===== src/rtl/fadder_pipe.sv =====
// Pipelined WIDTH-bit add/subtract: one CHUNK-bit slice per stage, carry registered between stages.
// Valid/ready handshake with a single global advance enable; one result per cycle at full rate.
module fadder_pipe #(
    parameter int WIDTH = 16,
    parameter int CHUNK = 4
) (
    input  logic             clk,
    input  logic             rst,
    input  logic             in_valid,
    output logic             in_ready,
    input  logic [WIDTH-1:0] a,
    input  logic [WIDTH-1:0] b,
    input  logic             cin,
    input  logic             sub,
    output logic             out_valid,
    input  logic             out_ready,
    output logic [WIDTH-1:0] sum,
    output logic             cout,
    output logic             ovf
);
    localparam int STAGES = WIDTH / CHUNK;

    // Returns {carry into slice MSB, carry out of slice, slice sum}.
    function automatic logic [CHUNK+1:0] slice_add(
        input logic [CHUNK-1:0] x,
        input logic [CHUNK-1:0] y,
        input logic             c
    );
        logic [CHUNK-1:0] g;
        logic [CHUNK-1:0] p;
        logic [CHUNK:0]   c_v;
        g      = x & y;
        p      = x ^ y;
        c_v    = '0;
        c_v[0] = c;
        for (int unsigned i = 0; i < CHUNK; i++) begin
            c_v[i+1] = g[i] | (p[i] & c_v[i]);
        end
        return {c_v[CHUNK-1], c_v[CHUNK], p ^ c_v[CHUNK-1:0]};
    endfunction

    logic [WIDTH-1:0] r_a   [STAGES];
    logic [WIDTH-1:0] r_b   [STAGES];
    logic [WIDTH-1:0] r_sum [STAGES];
    logic             r_c   [STAGES];
    logic             r_v   [STAGES];
    logic             r_ovf;

    logic [WIDTH-1:0] w_src_a   [STAGES];
    logic [WIDTH-1:0] w_src_b   [STAGES];
    logic [WIDTH-1:0] w_src_s   [STAGES];
    logic             w_src_c   [STAGES];
    logic             w_src_v   [STAGES];
    logic [CHUNK+1:0] w_res     [STAGES];
    logic [WIDTH-1:0] w_next_sum[STAGES];
    logic             w_en;
    logic [WIDTH-1:0] w_b_eff;
    logic             w_c0;

    assign w_b_eff   = sub ? ~b : b;
    assign w_c0      = sub ^ cin;
    assign w_en      = !r_v[STAGES-1] || out_ready;
    assign in_ready  = w_en;
    assign out_valid = r_v[STAGES-1];
    assign sum       = r_sum[STAGES-1];
    assign cout      = r_c[STAGES-1];
    assign ovf       = r_ovf;

    for (genvar k = 0; k < STAGES; k++) begin : g_stage
        if (k == 0) begin : g_first
            assign w_src_a[k] = a;
            assign w_src_b[k] = w_b_eff;
            assign w_src_s[k] = '0;
            assign w_src_c[k] = w_c0;
            assign w_src_v[k] = in_valid;
        end else begin : g_rest
            assign w_src_a[k] = r_a[k-1];
            assign w_src_b[k] = r_b[k-1];
            assign w_src_s[k] = r_sum[k-1];
            assign w_src_c[k] = r_c[k-1];
            assign w_src_v[k] = r_v[k-1];
        end
        assign w_res[k] = slice_add(w_src_a[k][k*CHUNK +: CHUNK],
                                    w_src_b[k][k*CHUNK +: CHUNK],
                                    w_src_c[k]);
    end

    always_comb begin
        for (int unsigned k = 0; k < STAGES; k++) begin
            w_next_sum[k] = w_src_s[k];
            w_next_sum[k][k*CHUNK +: CHUNK] = w_res[k][CHUNK-1:0];
        end
    end

    always_ff @(posedge clk) begin
        if (rst) begin
            for (int unsigned k = 0; k < STAGES; k++) begin
                r_a[k]   <= '0;
                r_b[k]   <= '0;
                r_sum[k] <= '0;
                r_c[k]   <= 1'b0;
                r_v[k]   <= 1'b0;
            end
            r_ovf <= 1'b0;
        end else if (w_en) begin
            for (int unsigned k = 0; k < STAGES; k++) begin
                r_a[k]   <= w_src_a[k];
                r_b[k]   <= w_src_b[k];
                r_sum[k] <= w_next_sum[k];
                r_c[k]   <= w_res[k][CHUNK];
                r_v[k]   <= w_src_v[k];
            end
            // Overflow only exists at the MSB slice, so it is formed in the final stage.
            r_ovf <= w_res[STAGES-1][CHUNK+1] ^ w_res[STAGES-1][CHUNK];
        end
    end
endmodule


===== config.mk =====
export PLATFORM = sky130hd
export DESIGN_NAME = fadder_pipe
export DESIGN_NICKNAME = d
export VERILOG_FILES = /design/src/rtl/fadder_pipe.sv
export SDC_FILE = /design/constraint.sdc
export NUM_CORES = 1
export LEC_CHECK = 0
export CAP_MARGIN = 20
export CORE_MARGIN = 4
export CORE_UTILIZATION = 25
export DETAILED_ROUTE_END_ITERATION = 10
export PLACE_DENSITY_LB_ADDON = 0.1
export SLEW_MARGIN = 20
export SYNTH_ARGS = -nofsm -noshare
export SYNTH_HDL_FRONTEND = slang
export SYNTH_SLANG_ARGS = --single-unit

===== constraint.sdc =====
create_clock -name clk -period 6.26 [get_ports clk]
set_clock_uncertainty 0.05 [all_clocks]
set_input_delay 1.252 -clock clk [delete_from_list [all_inputs] [get_ports clk]]
set_output_delay 1.252 -clock clk [all_outputs]
set_load 0.005 [all_outputs]

-- After elaboration in Yosys (flattened, before gate mapping)
Memory sizes are Yosys's and may differ from the RTL's.
Index checks and enable logic that the tools add are counted.
- output and inout bits: 20
- memories: 5
- logic and storage cells: 101
- bits in registers: 1
- bits of input ports: 38
- RAM bits: 200
- multiplexer cells: 26
- bitwise logic cells: 67
- reduce and logical (&&, ||, !) cells: 2
- memory list (name ; words ; width ; rd ports ; clocked after Yosys merged registers in ; write ports ; RTL line ; RTL):
    r_a ; 4 ; 16 ; 3 ; 0 ; 4 ; 42 ; logic [WIDTH-1:0] r_a [STAGES];
    r_b ; 4 ; 16 ; 3 ; 0 ; 4 ; 43 ; logic [WIDTH-1:0] r_b [STAGES];
    r_sum ; 4 ; 16 ; 4 ; 0 ; 4 ; 44 ; logic [WIDTH-1:0] r_sum [STAGES];
    r_c ; 4 ; 1 ; 4 ; 0 ; 4 ; 45 ; logic r_c [STAGES];
    r_v ; 4 ; 1 ; 4 ; 0 ; 4 ; 46 ; logic r_v [STAGES];
- operators by type and width (kind ; count):
    16-bit 2-to-1 mux ; 13
    1-bit OR ; 36
    4-bit XOR ; 8
    1-bit AND ; 16
    4-bit AND ; 4
    16-bit inverter ; 1
    1-bit 2-to-1 mux ; 13
    1-bit XOR ; 2
    1-bit zero test ; 1
    1-bit logical OR ; 1

-- Longest topological paths before layout
- depth after elaboration: 12
- mapped depth: 9
- mapped depth without buffers: 9

-- Least setup slack after synthesis
Ideal clock, no wire load.
- path kind: in2reg
- start: input port rst
- end: memory r_a[0][10], enable pin
- setup slack: 1.845 ns
- buffers on the path: 2
- data arrival time: 3.894 ns
- library setup time: 0.471 ns
- stages: 3
- required time: 5.739 ns
- cells stage by stage: buf_2 -> buf_6 -> nand2b_1
- RTL lines (element ; RTL line ; RTL):
    start, declared ; 8 ; input logic rst,
    end, declared ; 42 ;

==> flow_summary.rst <==
.. list-table::
   :header-rows: 1

   * - Metric
     - Value
   * - Setup-violating endpoint count in the final report
     - 0
   * - Number of buffers created by CTS
     - 9
   * - Peak fanout along the critical path
     - 17
   * - Total leakage power
     - 0.00193 uW
   * - Worst slack at placement
     - 1.95 ns
   * - Max_cap viols
     - 0
   * - Fraction of the yosys area taken by sequential cells
     - 63.8%
   * - Antenna violations before repair
     - 0
   * - Worst hold path endpoint
     - ovf
   * - Average cell area after synthesis
     - 15.3 sq um
   * - Synthesized instance count
     - 297
   * - DR vias
     - 2271
   * - Final critical path time including I/O delays and setup
     - 3.91 ns
   * - Post-route DRC
     - 0
   * - Endpoint type of the worst setup path
     - register
   * - Buffers from clock root to sink, at most
     - 2
   * - IO Count
     - 58
   * - Min-Delay Startpoint
     - ovf
   * - Endpoint of the worst-slack reg-to-reg timing path
     - r_sum[0][63]
   * - H-tree depth
     - 3
   * - Die boundary width
     - 143 microns
   * - Number of distinct library cell variants in the gate-level netlist after synthesis
     - 18
   * - Total routed wirelength
     - 7870 microns
   * - Total GRT Usage
     - 8.08%
   * - Unrepaired setup endpoints after global routing
     - no
   * - CP startpoint kind
     - primary input
   * - Global-route wire length before repair
     - 12600 microns
   * - Final hold violations
     - 0
   * - Floorplan Core Area
     - 17900 sq um
   * - Starting density of the core
     - 25.4%
   * - Worst reg2reg setup slack
     - 3.76 ns
   * - Hold depth
     - 2
   * - Worst Max-Slew Pin Slew
     - 0.852 ns
   * - Final core utilization
     - 30.4%
   * - Core Rows
     - 49
   * - Final worst-path cycle share
     - 62.4%
   * - Port buffer count
     - 57
   * - Worst Setup Slack, final
     - 2.35 ns
   * - Outcome
     - finished clean
   * - Fmax
     - 0.256 GHz
   * - Signed area change from the synthesized netlist to the final layout
     - 19.7%
   * - Buffers inserted during post-CTS setup optimization
     - 0
   * - Worst hold margin
     - 0.493 ns
   * - GPL Wtd Cong
     - 0.671
   * - Data required time of the critical path
     - 6.28 ns
   * - Hold Path Class
     - register to register
   * - Vias in the first global route
     - 2348
   * - Worst-skew pair later-pin latency
     - 0.35 ns
   * - Antenna Diode Count
     - 0
   * - Pin count of the biggest net entering global routing
     - 99
   * - Clk pin slew, worst setup/hold paths
     - 0.07 ns
   * - Fin. max-slew vios
     - 0
   * - Post-CTS Hold Buffers
     - 0
   * - Type of the setup path with the least slack
     - primary input to register
   * - Routed wire per std cell
     - 13.9 microns
   * - Worst slew margin
     - 43.2%
   * - CTS tree
     - done
   * - Vertical die dimension
     - 143 microns
   * - Detail Route Antenna Nets
     - 0
   * - Net count reported at finish
     - 384
   * - Number of sinks on the clock net
     - 97
   * - Max rail drop VDD
     - 0.126 mV
   * - Total iterations of the first detailed-routing run
     - 4
   * - Proportion of layout cells with a drive suffix above 1
     - 10.1%
   * - Logic depth of the worst register-to-register path
     - 8
   * - Hpwl dp
     - 4360 microns
   * - Root cell of the clock tree
     - sky130_fd_sc_hd__clkbuf_16
   * - Via density
     - 4.03
   * - Worst endpoint data arrival time
     - 3.93 ns
   * - Post-CTS resize count
     - 0
   * - Combined area of all synthesized cells
     - 4550 sq um
   * - Congestion Overflow GR
     - 0
   * - Net count after synthesis
     - 351
   * - TNS Setup
     - 0 ns
   * - Total Die Area
     - 20400 sq um
   * - Total number of yosys warnings
     - 0
   * - Count of routing violations after the opening detailed-route iteration
     - 228
   * - Start of the worst register-to-register path
     - r_c[0][2]
   * - FF+latch count, synth
     - 97
   * - Power per standard cell area
     - 270 nW/um^2
## sequential cells by signal, summed over array words and instances (netlist names)
| name | flops |
|---|---|
| r_v | 4 |
| r_a | 24 |
| ovf | 1 |
| r_sum | 40 |
| r_b | 24 |
| r_c | 4 |
## Yosys cell counts
cell type                   number  share of area, %
sky130_fd_sc_hd__nor2b_4         1              0.30
sky130_fd_sc_hd__buf_1           2              0.17
sky130_fd_sc_hd__nand4bb_1       1              0.25
sky130_fd_sc_hd__o31ai_2         1              0.27
sky130_fd_sc_hd__nor3_2         10               2.2
sky130_fd_sc_hd__nor3b_1        72                12
sky130_fd_sc_hd__dfxtp_1         1              0.44
sky130_fd_sc_hd__buf_4          18               3.0
sky130_fd_sc_hd__buf_6          13               3.2
sky130_fd_sc_hd__inv_1          26               2.1
sky130_fd_sc_hd__buf_2           2              0.22
sky130_fd_sc_hd__fa_1           16               7.0
sky130_fd_sc_hd__xnor2_1        16               3.1
sky130_fd_sc_hd__nor3_1         14               1.5
sky130_fd_sc_hd__xor2_1          2              0.39
sky130_fd_sc_hd__nand2b_1        1              0.14
sky130_fd_sc_hd__edfxtp_1       96                63
sky130_fd_sc_hd__clkbuf_1        5              0.41
## cell type report
cell class / instances / area (sq um)
fill: 1831 / 12500
sequential: 97 / 2900
multi-input combinational: 134 / 1240
timing repair buffer: 62 / 622
tap: 229 / 287
clock buffer: 10 / 229
inverter: 26 / 97.6
clock inverter: 6 / 68.8
## power breakdown
part           internal [uW]  switching (uW)  total [uW]
clock                    311             247         557
combinational           78.5            57.8         136
sequential               765            12.3         777
## routing by layer
metal  routed length (microns)  global-route usage, %  vias to the layer above
li1                          -                      -                     1100
met1                      4140                   11.9                     1107
met2                      3220                   10.6                       50
met3                       278                   1.91                       14
met4                       225                   4.95                        0
met5                         0                      0                        -
## worst max path at each step
stage	from	endpoint	depth (start not counted)
final	sub	r_sum[0][3]	9
after global routing	sub	r_sum[0][3]	9
after CTS	sub	r_sum[0][3]	9
after detailed placement	sub	r_sum[0][3]	9
after global placement	sub	r_sum[0][3]	9
after floorplan	rst	r_a[0][10]	3
## cell usage in the layout (no fill, tap or decap)
cell                               n
sky130_fd_sc_hd__clkinv_4          1
sky130_fd_sc_hd__inv_1            26
sky130_fd_sc_hd__nand4bb_1         1
sky130_fd_sc_hd__o31ai_2           1
sky130_fd_sc_hd__nand2b_4          1
sky130_fd_sc_hd__nor3_2           10
sky130_fd_sc_hd__fa_1             16
sky130_fd_sc_hd__edfxtp_1         96
sky130_fd_sc_hd__bufinv_16         1
sky130_fd_sc_hd__clkinvlp_4        4
sky130_fd_sc_hd__clkbuf_1          1
sky130_fd_sc_hd__dfxtp_1           1
sky130_fd_sc_hd__nor2b_4           1
sky130_fd_sc_hd__nor3_1           14
sky130_fd_sc_hd__buf_6             1
sky130_fd_sc_hd__nor3b_1          72
sky130_fd_sc_hd__xnor2_1          16
sky130_fd_sc_hd__buf_4             4
sky130_fd_sc_hd__buf_12            1
sky130_fd_sc_hd__clkdlybuf4s50_1  56
sky130_fd_sc_hd__xor2_1            2
sky130_fd_sc_hd__clkbuf_16         9
## through the flow
| stage | instance area [sq um] | instances | total power (uW) |
|---|---|---|---|
| 3_5_place_dp | 5120 | 547 | 929 |
| 6_report | 5450 | 564 | 1470 |
| 3_3_place_gp | 5120 | 547 | 931 |
| 4_1_cts | 5420 | 563 | 1490 |
| 5_1_grt | 5450 | 564 | 1540 |
| 2_1_floorplan | 4550 | 297 | 881 |
## cell families (layout without fill, tap and decap cells)
family | after synthesis | in the layout | synth area share [%]
and+or+nand+nor | 99 | 99 | 16.3
xor gates and xnor gates | 18 | 18 | 3.46
DFF | 97 | 97 | 63.8
AOI/OAI and AO/OA | 1 | 1 | 0.275
adders and majority gates | 16 | 16 | 7.04
buffers and inverters | 66 | 104 | 9.13
## worst max-delay path, stage by stage
cell,delay [ns]
sky130_fd_sc_hd__clkdlybuf4s50_1,0.45
sky130_fd_sc_hd__buf_4,0.29
sky130_fd_sc_hd__xnor2_1,0.15
sky130_fd_sc_hd__fa_1,0.42
sky130_fd_sc_hd__fa_1,0.39
sky130_fd_sc_hd__fa_1,0.37
sky130_fd_sc_hd__inv_1,0.07
sky130_fd_sc_hd__fa_1,0.39
sky130_fd_sc_hd__nor3b_1,0.14
Note: power is estimated with default switching activity, not from simulation.
